`config.mk`:
```
export PLATFORM = sky130hd
export DESIGN_NAME = ps2_scan_decoder
export DESIGN_NICKNAME = d
export VERILOG_FILES = /design/src/rtl/ps2_pkg.sv /design/src/rtl/ps2_event_fifo.sv /design/src/rtl/ps2_scan_decoder.sv
export SDC_FILE = /design/constraint.sdc
export NUM_CORES = 1
export LEC_CHECK = 0
export BUFFER_PORTS_ARGS = -buffer_cell sky130_fd_sc_hd__buf_2
export CAP_MARGIN = 20
export CORE_MARGIN = 2
export CORE_UTILIZATION = 40
export CTS_CLUSTER_SIZE = 8
export DETAILED_ROUTE_END_ITERATION = 12
export GPL_TIMING_DRIVEN = 1
export PLACE_DENSITY = 0.66
export SYNTH_ARGS = -nofsm -noshare
export SYNTH_HDL_FRONTEND = slang
export SYNTH_SLANG_ARGS = --single-unit
```
`constraint.sdc`:
```
create_clock -name CLK -period 3.15 [get_ports CLK]
set_input_delay 0.315 -clock CLK [delete_from_list [all_inputs] [get_ports CLK]]
set_output_delay 0.315 -clock CLK [all_outputs]
set_load 0.02 [all_outputs]
```
`src/rtl/ps2_pkg.sv`:
```
// Shared types and constants for the PS/2 scan-code receiver.
package ps2_pkg;

  typedef enum logic [1:0] {IDLE, DATA, PARITY, STOP} ps2_state_e;

  localparam logic [7:0] PS2_PREFIX_EXT = 8'hE0;
  localparam logic [7:0] PS2_PREFIX_BRK = 8'hF0;
  localparam int         PS2_EVT_W      = 10;

  typedef struct packed {
    logic       ext;
    logic       brk;
    logic [7:0] code;
  } ps2_evt_t;

endpackage

```
`src/rtl/ps2_event_fifo.sv`:
```
// Show-ahead synchronous FIFO with registered count; push while full succeeds only with a same-cycle pop.
module ps2_event_fifo #(
  parameter int W     = 10,
  parameter int DEPTH = 4
) (
  input  logic         CLK,
  input  logic         RSTn,
  input  logic         push,
  input  logic [W-1:0] wdata,
  input  logic         pop,
  output logic [W-1:0] rdata,
  output logic         full,
  output logic         empty
);

  localparam int AW = (DEPTH > 1) ? $clog2(DEPTH) : 1;

  logic [W-1:0]  mem [DEPTH];
  logic [AW-1:0] wr_ptr, rd_ptr;
  logic [AW:0]   count;
  logic          do_push, do_pop;

  assign full    = (count == (AW+1)'(DEPTH));
  assign empty   = (count == '0);
  assign do_pop  = pop & ~empty;
  assign do_push = push & (~full | do_pop);
  // Zeroed when empty so the head reads 0 out of reset.
  assign rdata   = empty ? '0 : mem[rd_ptr];

  always_ff @(posedge CLK or negedge RSTn) begin
    if (!RSTn) begin
      wr_ptr <= '0;
      rd_ptr <= '0;
      count  <= '0;
    end else begin
      if (do_push) wr_ptr <= wr_ptr + AW'(1);
      if (do_pop)  rd_ptr <= rd_ptr + AW'(1);
      case ({do_push, do_pop})
        2'b10:   count <= count + (AW+1)'(1);
        2'b01:   count <= count - (AW+1)'(1);
        default: count <= count;
      endcase
    end
  end

  always_ff @(posedge CLK) begin
    if (do_push) mem[wr_ptr] <= wdata;
  end

endmodule

```
`src/rtl/ps2_scan_decoder.sv`:
```
// PS/2 frame receiver with E0/F0 prefix folding and an event FIFO.
// Define PS2_PARITY_CHECK_EN to reject frames failing odd parity.
module ps2_scan_decoder
  import ps2_pkg::*;
#(
  parameter int FIFO_DEPTH     = 4,
  parameter int TIMEOUT_CYCLES = 50000
) (
  input  logic       CLK,
  input  logic       RSTn,
  input  logic       H2L_Sig,
  input  logic       PS2_Data_Pin_In,
  output logic [7:0] Key_Code,
  output logic       Key_Ext,
  output logic       Key_Break,
  output logic       Key_Valid,
  input  logic       Key_Ready,
  output logic       Frame_Err,
  output logic       Overflow
);

  localparam int TW = $clog2(TIMEOUT_CYCLES + 1);

  ps2_state_e    state;
  logic [2:0]    bit_cnt;
  logic [7:0]    shreg;
  logic [TW-1:0] tmo_cnt;
  logic          ext, brk;
  logic          par_ok, stop_good, is_prefix, push, pop;
  logic          fifo_full, fifo_empty;
  ps2_evt_t      push_evt, head_evt;

`ifdef PS2_PARITY_CHECK_EN
  logic par_bit;
  assign par_ok = ^{shreg, par_bit};
`else
  assign par_ok = 1'b1;
`endif

  assign stop_good = (state == STOP) && H2L_Sig && PS2_Data_Pin_In && par_ok;
  assign is_prefix = (shreg == PS2_PREFIX_EXT) || (shreg == PS2_PREFIX_BRK);
  // Push on the stop-bit edge itself so Key_Valid rises one cycle after it.
  assign push      = stop_good && !is_prefix;
  assign push_evt  = '{ext: ext, brk: brk, code: shreg};
  assign pop       = Key_Valid & Key_Ready;

  always_ff @(posedge CLK or negedge RSTn) begin
    if (!RSTn) begin
      state     <= IDLE;
      bit_cnt   <= '0;
      shreg     <= '0;
      tmo_cnt   <= '0;
      ext       <= 1'b0;
      brk       <= 1'b0;
      Frame_Err <= 1'b0;
      Overflow  <= 1'b0;
`ifdef PS2_PARITY_CHECK_EN
      par_bit   <= 1'b0;
`endif
    end else begin
      Frame_Err <= 1'b0;
      Overflow  <= push && fifo_full && !pop;
      if (H2L_Sig) begin
        tmo_cnt <= '0;
        case (state)
          IDLE: begin
            if (!PS2_Data_Pin_In) begin
              state   <= DATA;
              bit_cnt <= '0;
            end else begin
              Frame_Err <= 1'b1;
              ext       <= 1'b0;
              brk       <= 1'b0;
            end
          end
          DATA: begin
            shreg   <= {PS2_Data_Pin_In, shreg[7:1]};
            bit_cnt <= bit_cnt + 3'd1;
            if (bit_cnt == 3'd7) state <= PARITY;
          end
          PARITY: begin
`ifdef PS2_PARITY_CHECK_EN
            par_bit <= PS2_Data_Pin_In;
`endif
            state <= STOP;
          end
          STOP: begin
            state <= IDLE;
            if (stop_good) begin
              if (shreg == PS2_PREFIX_EXT)      ext <= 1'b1;
              else if (shreg == PS2_PREFIX_BRK) brk <= 1'b1;
              else begin
                ext <= 1'b0;
                brk <= 1'b0;
              end
            end else begin
              Frame_Err <= 1'b1;
              ext       <= 1'b0;
              brk       <= 1'b0;
            end
          end
          default: state <= IDLE;
        endcase
      end else if (state != IDLE) begin
        if (tmo_cnt == TW'(TIMEOUT_CYCLES - 1)) begin
          state     <= IDLE;
          tmo_cnt   <= '0;
          Frame_Err <= 1'b1;
          ext       <= 1'b0;
          brk       <= 1'b0;
        end else begin
          tmo_cnt <= tmo_cnt + TW'(1);
        end
      end
    end
  end

  ps2_event_fifo #(
    .W     (PS2_EVT_W),
    .DEPTH (FIFO_DEPTH)
  ) u_fifo (
    .CLK   (CLK),
    .RSTn  (RSTn),
    .push  (push),
    .wdata (push_evt),
    .pop   (pop),
    .rdata (head_evt),
    .full  (fifo_full),
    .empty (fifo_empty)
  );

  assign Key_Valid = ~fifo_empty;
  assign Key_Code  = head_evt.code;
  assign Key_Ext   = head_evt.ext;
  assign Key_Break = head_evt.brk;

endmodule

```
==> results of run 1 <==
==> worst max-delay path: stages, from the launching register on <==
cell and delay [ns]:
dfrtp_1 0.43, nand4b_1 0.22, or4_1 0.45, and3_1 0.26, inv_1 0.08, ha_1 0.17, inv_1 0.06, fa_1 0.37
xor2_1 0.15, nor2_1 0.11, xor2_1 0.15
==> metal layers <==
layer / up-vias / GRT usage [%] / routed length, um
met1: 1115 / 17.4 / 2890
li1: 1083 / - / -
met5: - / 0 / 0
met4: 0 / 4.11 / 83
met2: 37 / 23.7 / 3190
met3: 6 / 4.60 / 237
==> power groups by stage <==
stage                     registers [uW]  logic (uW)  clock network (uW)
after floorplan                     1480         865                   0
after global placement              1590        1030                   0
after detailed placement            1600        1040                   0
after CTS                           1580        1050                 853
after global routing                1620        1160                 902
final                               1570        1030                 832
==> metrics by stage <==
step / instance area [um^2] / setup slack (ns) / hold WS [ns] / cells
floorplan: 3710 / 0.752 / 0.0194 / 282
global placement: 3910 / 0.676 / 0.468 / 402
detailed placement: 3910 / 0.652 / 0.488 / 402
CTS: 4130 / 0.616 / 0.121 / 418
global route: 4130 / 0.461 / 0.163 / 418
finish: 4130 / 0.635 / 0.0938 / 418
==> state kept, by name (all words and copies together), names as in the netlist <==
signal	cells
Frame_Err	1
u_fifo.count	3
shreg	8
u_fifo.mem	40
brk	1
bit_cnt	3
state	2
u_fifo.wr_ptr	2
ext	1
Overflow	1
u_fifo.rd_ptr	2
tmo_cnt	16
==> worst max-delay path by stage <==
| stage | to | slack, ns |
|---|---|---|
| after floorplan | u_fifo.count[2] | 0.75 |
| after global placement | u_fifo.count[2] | 0.68 |
| after detailed placement | u_fifo.count[2] | 0.65 |
| after CTS | u_fifo.count[2] | 0.62 |
| after global routing | u_fifo.count[2] | 0.46 |
| final | u_fifo.count[2] | 0.63 |
==> cell families after synthesis <==
kind of cell,share of synthesized area (%)
AOI/OAI and AO/OA,5.80
xor gates and xnor gates,3.31
adders and majority gates,4.59
buffers and inverters,2.16
DFF,59.4
muxes,9.35
and+or+nand+nor,15.4
==> final cells by class <==
| cell class | count | share of cell area, % |
|---|---|---|
| flip-flops and latches | 80 | 53.3 |
| multi-input cells | 181 | 34.6 |
| well taps | 111 | 3.36 |
| clock buffers | 10 | 3.09 |
| repair buffers | 19 | 2.42 |
| clock inverters | 6 | 2.21 |
| inverters | 11 | 1.00 |
==> synth_stat cells (all sizes together) <==
cell / n / area (um^2)
a21boi: 1 / 7.51
a21oi: 10 / 53.8
a22oi: 1 / 7.51
a2bb2oi: 1 / 8.76
a31oi: 6 / 37.5
a32oi: 2 / 17.5
and2: 16 / 100
and3: 3 / 20.0
and3b: 1 / 8.76
and4b: 1 / 10.0
and4bb: 1 / 12.5
buf: 1 / 5.00
clkbuf: 9 / 33.8
dfrtp: 40 / 1000
edfxtp: 40 / 1200
fa: 1 / 20.0
ha: 12 / 150
inv: 11 / 41.3
mux2: 9 / 101
mux2i: 2 / 20.0
mux4: 10 / 225
nand2: 19 / 71.3
nand2b: 2 / 12.5
nand3: 8 / 45.0
nand4: 4 / 25.0
nand4b: 1 / 8.76
nor2: 14 / 52.6
nor2b: 5 / 31.3
nor3: 4 / 20.0
nor3b: 2 / 15.0
nor4: 3 / 18.8
nor4b: 1 / 8.76
o21ai: 6 / 30.0
o22ai: 2 / 12.5
o311ai: 2 / 17.5
o31ai: 3 / 22.5
or2: 3 / 18.8
or3: 4 / 25.0
or4: 4 / 37.5
or4b: 3 / 30.0
xnor2: 7 / 61.3
xor2: 7 / 61.3
==> flow_summary.ini, run 1 <==
[global_routing]
grt_pass1_wl_mm = 10.8
grt_start_max_net_pins = 41
grt_overflow = 0
grt_usage_pct = 14.1
antenna_found_initial = 0
grt_pass1_vias = 2214

[timing]
fin_tns_setup_ns = 0
hold_violations = 0
rsz0062_at_grt = no
period_share_pct = 79.9
fmax_ghz = 0.398
fin_skew_ns = 0.00943
setup_viol = 0
tightest_slew_ns = 0.920
relSlewSlack_pct = 38.7
drv_slew = 0
final.min_clock_period_ns = 2.52

[die]
die_h_um = 100
die_w_um = 100
rows = 35
start_util_pct = 40.7
die-area_mm2 = 0.0101
pin_count = 18
core_mm2 = 0.00911

[critical_path]
r2r_setup_slack_ns = 0.63
reg2reg_to = u_fifo.count[2]
crit_type = reg2reg
arrival_ns = 2.79
cp-end-kind = register
path_max_fanout = 7
cp.required_ns = 3.43
start_kind = register
reg2reg_depth = 10
r2r_start = shreg[2]
crit_start = shreg[2]

[drt]
ant_nets = 0
routedWlPerCell_um = 15.3
via_per_inst = 5.36
dr.pass1.iters = 6
drt-initial-drc-count = 76
drt_wl_total_mm = 6.40
via_count = 2241
drc = 0

[layout]
area_delta_synth_final_pct = 11.3
ff_latch_area_mm2 = 0.00220
multi_input_area_mm2 = 0.00143
antenna_cells = 0
n_fill_cell = 830
nNetsFinal = 320
final_cell_mix = dfrtp_1 (40), edfxtp_1 (40), nand2_1 (19), buf_2 (17), and2_1 (16)
drive_above_1_share_pct = 18.9
final_util_pct = 45.3

[yosys]
yosys_warnings = 0
ys_types = 48
ys_seq_area_share_pct = 59.4
synth-seq-cells = 80
synth_area_per_cell_um2 = 13.2
synthesis.area_mm2 = 0.00371
synth_nets = 300
syn_inst = 282

[pwr]
pwr-share-clk_pct = 24.2
intPower_uw = 2280
power_frac_seq_pct = 45.7
p_switching_uw = 1160
power_frac_comb_pct = 30.1
power_density_mw_per_mm2 = 833
switching_share_pct = 33.7
p_leak_uw = 0.00160
power_uw = 3440
ir_worst_vdd_mv = 0.296

[clock_tree]
cts_root_buffer = clkbuf_8
cts_hold_buf = 0
cts_resized = 0
clk_path_buf_depth = 2
clock_latency_ns = 0.36
cts.reportedPaths.clkPinSlew_ns = 0.08
cts_setup_buffers = 0
cts.sinks = 80
htree_levels = 3
numCtsBuffers = 9
cts_tree = done

[job]
maxCapViolations = 0

[status]
status = finished, final reports clean

[place]
io_buffers = 17
routabilityCongestion = 0.804
dp_hpwl_mm = 4.30

[min_path]
hold_path_class = in2async
(Power assumes the default switching activity.)
==> inputs of run 2 (changes only) <==
--- a/config.mk
+++ b/config.mk
@@ -12,7 +12,7 @@
 export CTS_CLUSTER_SIZE = 8
 export DETAILED_ROUTE_END_ITERATION = 12
 export GPL_TIMING_DRIVEN = 1
-export PLACE_DENSITY = 0.66
+export PLACE_DENSITY = 0.68
 export SYNTH_ARGS = -nofsm -noshare
 export SYNTH_HDL_FRONTEND = slang
 export SYNTH_SLANG_ARGS = --single-unit
==> constraint.sdc (replaced) <==
create_clock -name CLK -period 2.3 [get_ports CLK]
set_input_delay 0.23 -clock CLK [delete_from_list [all_inputs] [get_ports CLK]]
set_output_delay 0.23 -clock CLK [all_outputs]
set_load 0.02 [all_outputs]
==> run 2 against run 1 <==
Combinational power grew 71%. Global-route usage grew 0.15 points. Fmax is 15% higher. Sequential power increased by 28%. Critical path type unchanged. Largest power group unchanged.
==> flow_summary.ini, run 2 (synthesis results as in run 1) <==
[critical_path]
reg2reg_to = u_fifo.count[2]
cp.required_ns = 2.58
reg2reg_depth = 10
crit_chain = nand4b_1 > or4_4 > and3_4 > inv_2 > ha_4 > inv_2 > fa_2 > xor2_1 > nor2_1 > xor2_1
path_max_fanout = 2
cp_top_family = simple AND/OR/NAND/NOR gates
r2r_setup_slack_ns = 0.11
worst-path-buf-inv = 2
max_stage_delay_ns = 0.44
cp-end-kind = register
crit_type = reg2reg
start_kind = register
arrival_ns = 2.47
slowest_stage = or4_4
r2r_start = shreg[2]

[die]
die_w_um = 100
start_util_pct = 40.7
die_h_um = 100
core_mm2 = 0.00911
rows = 35
pin_count = 18
die-area_mm2 = 0.0101

[timing]
period_share_pct = 95.1
hold_violations = 0
fin_skew_ns = 0.0122
rsz0062_at_grt = yes
final.min_clock_period_ns = 2.19
setup_viol = 0
fmax_ghz = 0.457
tightest_slew_ns = 0.901
drv_slew = 0
relSlewSlack_pct = 39.9

[clock_tree]
htree_levels = 3
numCtsBuffers = 9
cts.reportedPaths.clkPinSlew_ns = 0.08
cts_root_buffer = clkbuf_8
cts_hold_buf = 0
cts.sinks = 80
cts_tree = done
clock_latency_ns = 0.35
clk_path_buf_depth = 2

[pwr]
power_uw = 4800
power_density_mw_per_mm2 = 1130
ir_worst_vdd_mv = 0.558
pwr-share-clk_pct = 21.2
power_frac_comb_pct = 36.8
switching_share_pct = 34.0
p_leak_uw = 0.00167
intPower_uw = 3170
p_switching_uw = 1630
power_frac_seq_pct = 42.0

[global_routing]
grt_pass1_wl_mm = 10.8
grt_start_max_net_pins = 41
grt_overflow = 0
antenna_found_initial = 0
grt_pass1_vias = 2248
grt_usage_pct = 14.2

[drt]
via_per_inst = 5.25
drc = 0
ant_nets = 0
routedWlPerCell_um = 14.9
dr.pass1.iters = 4
drt_wl_total_mm = 6.48
drt-initial-drc-count = 92
via_count = 2283

[layout]
nNetsFinal = 337
drive_above_1_share_pct = 25.0
largest_reg_flops = 40
largestRegisters = u_fifo.mem x40, tmo_cnt x16, shreg x8
antenna_cells = 0
final_cell_mix = dfrtp_1 (40), edfxtp_1 (40), nand2_1 (19), buf_4 (19), buf_2 (17)
layoutNonFillerInstCount = 435
area_delta_synth_final_pct = 14.7
regMostFlops = u_fifo.mem

[place]
placedCellCount = 416
routabilityCongestion = 0.803
io_buffers = 17
dp_hpwl_mm = 4.33

[job]
maxCapViolations = 0

[min_path]
hold_path_class = in2async

[status]
status = finished, final reports clean
run 2: through the flow:
| stage | hold WS (ns) | worst slack, ns | utilization, % | setup TNS, ns | cell area, um^2 |
|---|---|---|---|---|---|
| global route | 0.0788 | -0.0179 | 46.7 | -0.0179 | 4260 |
| detailed placement | 0.416 | -0.0307 | 44.1 | -0.0307 | 4010 |
| finish | 0.00255 | 0.112 | 46.7 | 0 | 4260 |
| floorplan | -0.0656 | -0.0792 | - | -0.0792 | 3710 |
| global placement | 0.407 | 0.0302 | 44.1 | 0 | 4010 |
| CTS | 0.0271 | -0.00102 | 46.7 | -0.00102 | 4260 |
run 2: how the worst max path moves through the flow:
stage | start | endpoint | slack, ns | cells past startpoint
after floorplan | shreg[2] | u_fifo.count[2] | -0.08 | 11
after global placement | shreg[2] | u_fifo.count[2] | 0.03 | 10
after detailed placement | shreg[2] | u_fifo.count[2] | -0.03 | 10
after CTS | shreg[2] | u_fifo.count[2] | -0.001 | 10
after global routing | shreg[2] | u_fifo.count[2] | -0.02 | 10
final | shreg[2] | u_fifo.count[2] | 0.11 | 10
run 2: metal layers:
layer  global-route usage, %  vias to the layer above  share of wire [%]
met1                    16.8                     1114                 45
met3                    4.11                        7                4.1
li1                        -                     1117                  -
met4                    5.69                        0               0.83
met5                       0                        -                  0
met2                    24.5                       45                 50
run 2: area by class of cell:
class	instances	area (um^2)
tap	111	139
multi-input combinational	181	1450
fill	814	4850
timing repair buffer	36	228
inverter	11	41.3
clock inverter	6	67.6
clock buffer	10	128
sequential	80	2200
run 2: repair_timing:
action                     in CTS  in global routing
pin swaps                       5                  4
resized for setup               7                  0
setup endpoints to repair       1                  1
buffers inserted                3                  0
run 2: power by group through the flow:
stage	clock network (uW)	logic (uW)	registers [uW]
4_1_cts	1050	1790	2020
2_1_floorplan	0	1190	2030
3_5_place_dp	0	1730	2050
6_report	1020	1760	2010
3_3_place_gp	0	1670	2030
5_1_grt	1110	1970	2060
